## config.mk

```make
export PLATFORM = sky130hd
export DESIGN_NAME = uart_cmd_bus_master
export DESIGN_NICKNAME = d
export VERILOG_FILES = /design/src/rtl/uart_cmd_bus_master.sv
export SDC_FILE = /design/constraint.sdc
export NUM_CORES = 1
export LEC_CHECK = 0
export CAP_MARGIN = 10
export CORE_MARGIN = 1.5
export CORE_UTILIZATION = 30
export CTS_CLUSTER_SIZE = 40
export DETAILED_ROUTE_END_ITERATION = 6
export SLEW_MARGIN = 20
export SYNTH_ARGS = -nofsm -noshare
export SYNTH_HDL_FRONTEND = slang
export SYNTH_SLANG_ARGS = --single-unit
```

## constraint.sdc

```tcl
create_clock -name i_Bus_Clk -period 2.7 [get_ports i_Bus_Clk]
set_input_delay 0.81 -clock i_Bus_Clk [delete_from_list [all_inputs] [get_ports i_Bus_Clk]]
set_output_delay 0.81 -clock i_Bus_Clk [all_outputs]
set_load 0.01 [all_outputs]
```

## src/rtl/uart_cmd_bus_master.sv

```systemverilog
// Serial command framer: turns command bytes from a UART receiver into single-cycle
// 16-bit register-bus transactions and returns read data to the UART transmitter MSB first.
module uart_cmd_bus_master #(
  parameter int unsigned RD_TIMEOUT   = 15,
  parameter int unsigned BYTE_TIMEOUT = 100000,
  parameter logic [15:0] TIMEOUT_DATA = 16'hDEAD
) (
  input  logic        i_Bus_Rst_L,
  input  logic        i_Bus_Clk,
  input  logic        i_Rx_DV,
  input  logic [7:0]  i_Rx_Byte,
  input  logic        i_Tx_Ready,
  output logic        o_Tx_DV,
  output logic [7:0]  o_Tx_Byte,
  output logic        o_Bus_CS,
  output logic        o_Bus_Wr_Rd_n,
  output logic [4:0]  o_Bus_Addr8,
  output logic [15:0] o_Bus_Wr_Data,
  input  logic [15:0] i_Bus_Rd_Data,
  input  logic        i_Bus_Rd_DV,
  output logic        o_Busy,
  output logic        o_Err
);

  // state       | meaning
  // S_IDLE      | waiting for a command byte
  // S_GET_MSB   | write frame, waiting for data MSB
  // S_GET_LSB   | write frame, waiting for data LSB
  // S_WR_ISSUE  | write strobe on the bus
  // S_RD_ISSUE  | read strobe on the bus
  // S_RD_WAIT   | waiting for slave read data or read timeout
  // S_TX_MSB    | waiting for transmitter to take response[15:8]
  // S_TX_GUARD1 | one cycle for the transmitter to drop ready
  // S_TX_LSB    | waiting for transmitter to take response[7:0]
  // S_TX_GUARD2 | one cycle for the transmitter to drop ready
  typedef enum logic [3:0] {
    S_IDLE, S_GET_MSB, S_GET_LSB, S_WR_ISSUE, S_RD_ISSUE,
    S_RD_WAIT, S_TX_MSB, S_TX_GUARD1, S_TX_LSB, S_TX_GUARD2
  } state_t;

  localparam logic [19:0] BYTE_LAST = 20'(BYTE_TIMEOUT - 1);
  localparam logic [7:0]  RD_LAST   = 8'(RD_TIMEOUT - 1);

  state_t      state, state_nxt;
  logic [19:0] byte_cnt, byte_cnt_nxt;
  logic [7:0]  rd_cnt, rd_cnt_nxt;
  logic [4:0]  addr, addr_nxt;
  logic [15:0] wr_data, wr_data_nxt;
  logic [15:0] resp, resp_nxt;
  logic        cs, wr_rd_n, tx_dv, err;
  logic [7:0]  tx_byte;
  logic        unused_cmd_bit0;

  assign unused_cmd_bit0 = i_Rx_Byte[0];

  always_ff @(posedge i_Bus_Clk or negedge i_Bus_Rst_L) begin
    if (!i_Bus_Rst_L) begin
      state    <= S_IDLE;
      byte_cnt <= '0;
      rd_cnt   <= '0;
      addr     <= '0;
      wr_data  <= '0;
      resp     <= '0;
    end else begin
      state    <= state_nxt;
      byte_cnt <= byte_cnt_nxt;
      rd_cnt   <= rd_cnt_nxt;
      addr     <= addr_nxt;
      wr_data  <= wr_data_nxt;
      resp     <= resp_nxt;
    end
  end

  always_comb begin
    state_nxt    = state;
    byte_cnt_nxt = byte_cnt;
    rd_cnt_nxt   = rd_cnt;
    addr_nxt     = addr;
    wr_data_nxt  = wr_data;
    resp_nxt     = resp;
    cs           = 1'b0;
    wr_rd_n      = 1'b0;
    tx_dv        = 1'b0;
    tx_byte      = '0;
    err          = 1'b0;

    case (state)
      S_IDLE: begin
        if (i_Rx_DV) begin
          if (i_Rx_Byte[6:5] != 2'b00) begin
            err = 1'b1;
          end else begin
            addr_nxt     = {i_Rx_Byte[4:1], 1'b0};
            byte_cnt_nxt = '0;
            state_nxt    = i_Rx_Byte[7] ? S_GET_MSB : S_RD_ISSUE;
          end
        end
      end
      S_GET_MSB, S_GET_LSB: begin
        // a byte arriving on the timeout cycle still wins
        if (i_Rx_DV) begin
          byte_cnt_nxt = '0;
          if (state == S_GET_MSB) begin
            wr_data_nxt[15:8] = i_Rx_Byte;
            state_nxt         = S_GET_LSB;
          end else begin
            wr_data_nxt[7:0] = i_Rx_Byte;
            state_nxt        = S_WR_ISSUE;
          end
        end else if (byte_cnt == BYTE_LAST) begin
          err       = 1'b1;
          state_nxt = S_IDLE;
        end else begin
          byte_cnt_nxt = (byte_cnt == '1) ? byte_cnt : byte_cnt + 20'd1;
        end
      end
      S_WR_ISSUE: begin
        cs        = 1'b1;
        wr_rd_n   = 1'b1;
        state_nxt = S_IDLE;
      end
      S_RD_ISSUE: begin
        cs         = 1'b1;
        rd_cnt_nxt = '0;
        state_nxt  = S_RD_WAIT;
      end
      S_RD_WAIT: begin
        if (i_Bus_Rd_DV) begin
          resp_nxt  = i_Bus_Rd_Data;
          state_nxt = S_TX_MSB;
        end else if (rd_cnt == RD_LAST) begin
          resp_nxt  = TIMEOUT_DATA;
          err       = 1'b1;
          state_nxt = S_TX_MSB;
        end else begin
          rd_cnt_nxt = (rd_cnt == '1) ? rd_cnt : rd_cnt + 8'd1;
        end
      end
      S_TX_MSB: begin
        tx_byte = resp[15:8];
        if (i_Tx_Ready) begin
          tx_dv     = 1'b1;
          state_nxt = S_TX_GUARD1;
        end
      end
      S_TX_GUARD1: state_nxt = S_TX_LSB;
      S_TX_LSB: begin
        tx_byte = resp[7:0];
        if (i_Tx_Ready) begin
          tx_dv     = 1'b1;
          state_nxt = S_TX_GUARD2;
        end
      end
      S_TX_GUARD2: state_nxt = S_IDLE;
      default:     state_nxt = S_IDLE;
    endcase

    // bytes arriving while a transaction or response is in flight are dropped
    if (i_Rx_DV && state != S_IDLE && state != S_GET_MSB && state != S_GET_LSB) begin
      err = 1'b1;
    end
  end

  assign o_Bus_CS      = cs;
  assign o_Bus_Wr_Rd_n = wr_rd_n;
  assign o_Bus_Addr8   = addr;
  assign o_Bus_Wr_Data = wr_data;
  assign o_Tx_DV       = tx_dv;
  assign o_Tx_Byte     = tx_byte;
  assign o_Busy        = (state != S_IDLE);
  assign o_Err         = err;

endmodule

```

* Word level (Yosys, flattened, before mapping)
Index checks and enable logic that the tools add are counted.
** Storage, ports and cells
- Input port bits :: 29
- Word-level logic and storage cells :: 91
- Output and inout port bits :: 34
- Register bits after elaboration :: 68
** Cells by class
- Add/sub/neg operators :: 2
- Reduce and logical (&&, ||, !) cells :: 19
- Bitwise logic cells :: 2
- Eq/ne operators :: 25
- Muxes and demuxes :: 36
** Operator list (count)
- 20-bit 2-to-1 mux :: 5
- 20-bit one-hot mux with 2 select lines :: 1
- 16-bit 2-to-1 mux :: 2
- 4-bit 2-to-1 mux :: 8
- 8-bit one-hot mux with 2 select lines :: 2
- 4-bit one-hot mux with 7 select lines :: 1
- 8-bit 2-to-1 mux :: 3
- 20-bit by 1-bit adder with 20-bit output (second input constant) :: 1
- 20-bit by 17-bit equality test with 1-bit output (second input constant) :: 1
- 20-bit equality test (second input constant) :: 1
- 4-bit by 3-bit equality test with 1-bit output (second input constant) :: 4
- 2-bit != test (second input constant) :: 7
- 1-bit 2-to-1 mux :: 12
- 3-bit != test (second input constant) :: 4
- 3-bit AND reduction :: 3
- 8-bit by 1-bit adder with 8-bit output (second input constant) :: 1
- 4-bit by 2-bit equality test with 1-bit output (second input constant) :: 2
- 8-bit by 4-bit equality test with 1-bit output (second input constant) :: 1
- 8-bit equality test (second input constant) :: 1
- 2-bit nonzero test :: 4
- 6-bit AND reduction :: 1
- 2-bit OR reduction :: 3
- 5-bit AND reduction :: 1
- 4-bit by 1-bit equality test with 1-bit output (second input constant) :: 1
- other kinds (11) :: 14

* Logic depth before layout (Yosys ltp)
- Depth after elaboration :: 5
- Depth in mapped cells :: 8
- Gate-level depth less buffers :: 7

* Worst setup path after synthesis
Ideal clock, no wire load.
- Kind :: input port to output port
- From :: input i_Rx_DV
- To :: output o_Err
- Path slack :: -120 ps
- Buffers on the path :: 2
- Stages :: 5
- Arrival :: 2010 ps
- Cells stage by stage :: clkbuf_1 or3_1 clkbuf_1 or3_1 nand3_1
** On the way
- Cells in the longest elaborated chain, start to end :: 4
- Elaborated cells on any way between the ends :: 7
** RTL lines
- start, declared :: RTL line 10 : input logic i_Rx_DV,
- branches (longest 3 deep; another with 1-bit one-hot mux with 3 select lines)
- 1-bit 2-to-1 mux (*) :: RTL line 159 : if (i_Rx_DV && state != S_IDLE && state != S_GET_MSB && state != S_GET_LSB) begin
- end, declared :: RTL line 22 : output logic o_Err
Mark *: on every way between the ends.

* Worst setup path in the final report
- From :: register byte_cnt[17]
- To :: output o_Err
** On the way
- Cells in the longest elaborated chain, start to end :: 5
** RTL lines
- start, declared :: RTL line 45 : logic [19:0] byte_cnt, byte_cnt_nxt;
- start signal, assigned :: RTL line 66 : byte_cnt <= byte_cnt_nxt;
- 20-bit by 17-bit equality test with 1-bit output :: RTL line 110 : end else if (byte_cnt == BYTE_LAST) begin
- 1-bit 2-to-1 mux :: RTL line 110
- 1-bit 2-to-1 mux :: RTL line 101 : if (i_Rx_DV) begin
- 1-bit one-hot mux with 3 select lines :: RTL line 87 : case (state)
- 1-bit 2-to-1 mux :: RTL line 159
Every way passes these cells.

==> results.py <==
metrics = {
    "status": {
        "outcome": "finished with violations",
        "violations": "design-rule violations, negative setup slack",
    },
    "detailed_routing": {
        "drt-initial-drc-count": 223,
        "first_pass_iters": 7,
        "viasPerCell": 5.35,
        "route.detailed.drc": 8,
        "vias": 3210,
        "wire_per_inst_um": 15.6,
        "ant_nets": 0,
        "wl_um": 9360,
    },
    "finish": {
        "insertedDiodeCount": 0,
        "stdcell_count": 600,
        "fillers": 1143,
        "drive_gt1_share_pct": 23.0,
        "nNetsFinal": 486,
        "stdcell_area_mm2": 0.00491,
        "fin_util_pct": 42.6,
        "areaGrowthSynthToFinish_pct": 37.8,
    },
    "timing": {
        "hold_ws_ns": 0.492,
        "finalCritPeriodShare_pct": 114,
        "finalSetupTns_ns": -0.389,
        "fin_worst_skew_ns": 0.00570,
        "grt_setup_unrepaired": "yes",
        "relSlewSlack_pct": 47.2,
        "slew_violations": 0,
        "setup_violations": 1,
        "layout_setup_ws_ns": -0.389,
        "max_freq_ghz": 0.324,
        "fin_crit_ns": 3.09,
        "finalHoldViolations": 0,
        "tightest_slew_ns": 0.787,
    },
    "synthesis": {
        "async_flop_share_pct": 100,
        "synth_area_leader_cell": "dfrtp_1",
        "netlist_area_mm2": 0.00356,
        "syn_area_per_cell_um2": 10.2,
        "ys_types": 61,
        "synth.most_common_cell": "dfrtp_1",
        "ys.flop_type": "dfrtp_1",
        "yosys.area.top_type_share_pct": 47.8,
        "synth-edff-count": 0,
        "synth_cells": 349,
        "synth-seq-cells": 68,
        "yosysSeqAreaShare_pct": 47.8,
        "synth_nets": 381,
        "ys.warnings.count": 0,
        "synth_commonest_cells": "dfrtp_1, nor2_1, mux2_2",
        "ys_top_cells_by_area": "dfrtp_1, mux2_2, a31oi_1, nor2_1, o22a_1",
    },
    "worst_setup_path": {
        "crit_path_start_kind": "register",
        "critPathMaxStageDelay_ns": 0.53,
        "rrSetupSlack_ns": 0.32,
        "criticalPathCategory": "register to output pin",
        "cpMaxStageDelayCell": "or4_4",
        "crit_chain": "or4_4 -> or4_4 -> or3_4 -> nand3_2 -> buf_6",
        "cp-end-kind": "output pin",
        "crit_required_ns": 1.89,
        "worstPathArrival_ns": 2.28,
        "path_max_fanout": 2,
        "r2r_cells": 6,
        "cp_common_cell": "or4_4",
    },
    "pwr": {
        "ir_drop_v": 0.000415,
        "p_per_area_mw_per_mm2": 907,
        "leakage_nw": 2.16,
        "total_power_mw": 4.45,
    },
    "clock_tree": {
        "clock_sinks": 68,
        "cts_tree": "done",
        "numCtsBuffers": 9,
        "h-tree-depth": 3,
        "clkTransAtPathRegs_ns": 0.06,
        "ctsHoldBuffers": 0,
        "cts_root_buf": "clkbuf_16",
        "clk-insertion-delay-late_ns": 0.33,
        "cts_buffer_depth": 2,
    },
    "floorplanning": {
        "core_mm2": 0.0115,
        "io_pins": 63,
        "die_w_um": 112,
        "std_cell_rows": 39,
        "start_util_pct": 30.9,
        "die_h_um": 112,
        "dieArea_mm2": 0.0125,
    },
    "global_route": {
        "grt_usage_pct": 15.7,
        "grt_most_used_layer": "met2",
        "groute.layer.met3.usage_pct": 4.14,
        "grt_max_degree": 69,
        "grt_pass1_wl_um": 15800,
        "use_met2_pct": 26.0,
        "grt_pass1_vias": 3195,
        "antenna_found_initial": 0,
        "gr-usage-met1_pct": 20.0,
        "grt-ovfl-total": 0,
    },
    "worst_hold_path": {
        "hp-class": "input pin to asynchronous set/reset pin",
    },
    "place": {
        "placed_cell_area_mm2": 0.00464,
        "portBuffers": 61,
        "gp_congestion": 0.887,
        "place_ws_ns": -0.733,
        "dp_cells": 584,
        "place_hpwl_um": 6600,
    },
    "job": {
        "drv_cap": 0,
    },
}
-- power breakdown --
group | leakage [nW] | total [mW] | switching (mW) | internal (mW)
registers | 0.870 | 1.49 | 0.163 | 1.33
clock network | 0.131 | 1.04 | 0.414 | 0.631
logic | 1.16 | 1.92 | 0.935 | 0.982
total | 2.16 | 4.45 | 1.51 | 2.94
-- layout make-up --
| cell class | count | area [um2] | share of cell area [%] |
|---|---|---|---|
| Tap cell | 143 | 179 | 3.65 |
| Multi-Input combinational cell | 251 | 1730 | 35.3 |
| Clock buffer | 11 | 243 | 4.95 |
| Timing Repair Buffer | 114 | 997 | 20.3 |
| Clock inverter | 3 | 15.0 | 0.306 |
| Inverter | 10 | 37.5 | 0.765 |
| Sequential cell | 68 | 1700 | 34.7 |
-- timing repair --
item	in CTS	in global routing
endpoints found under the setup margin	11	6
gates resized for setup	16	10
buffers inserted	0	2
-- sequential cells by signal (all words and copies together) (netlist names) --
name / count
state: 4
byte_cnt: 20
o_Bus_Wr_Data: 16
rd_cnt: 8
resp: 16
o_Bus_Addr8: 4
-- path summary, 6_finish.rpt --
check,from,end
worst max-delay path,byte_cnt[17],o_Err
worst min-delay path,i_Bus_Rst_L,resp[1]
worst max register to register,byte_cnt[17],byte_cnt[11]
worst min register to register,o_Bus_Wr_Data[2],o_Bus_Wr_Data[2]
max in group asynchronous,i_Bus_Rst_L,o_Bus_Wr_Data[13]
min in group i_Bus_Clk,o_Bus_Wr_Data[2],o_Bus_Wr_Data[2]
-- cells by family (layout without fill, tap and decap cells) --
kind of cell | Yosys count | in the layout | synth area share (%)
flip-flops | 68 | 68 | 47.8
multiplexers | 21 | 21 | 6.64
AND/OR/NAND/NOR | 115 | 115 | 17.4
XOR/XNOR | 7 | 7 | 1.72
buffers and inverters | 30 | 138 | 3.97
AO/OA/AOI/OAI | 104 | 104 | 21.4
other | 1 | 1 | 0.105
adder cells (fa/ha/maj) | 3 | 3 | 1.05
-- layer usage --
layer / vias to the layer above / part of all wire, %
li1: 1535 / -
met1: 1585 / 45
met2: 78 / 48
met3: 12 / 5.3
met4: 0 / 1.4
met5: - / 0
-- placed cells by master (no fill, tap or decap), drive strengths merged, types with 4 or more instances in the layout --
cell,instances
a211oi,4
a21o,6
a21oi,6
a22o,6
a22oi,8
a31oi,20
a41oi,4
and3,10
buf,55
clkbuf,14
clkdlybuf4s50,48
dfrtp,68
dlygate4sd2,6
inv,10
mux2,21
nand2,18
nand2b,4
nand3,12
nand4,7
nor2,33
nor3,6
o211ai,5
o21ai,16
o22a,11
or2,4
xor2,6
-- critical path: cells and delay by family (launching register included) --
kind / cells / cell delay, ns
AND/OR/NAND/NOR: 4 / 1.48
flip-flops: 1 / 0.37
buffers and inverters: 1 / 0.10
No activity file was read; power rests on OpenSTA's default activity.
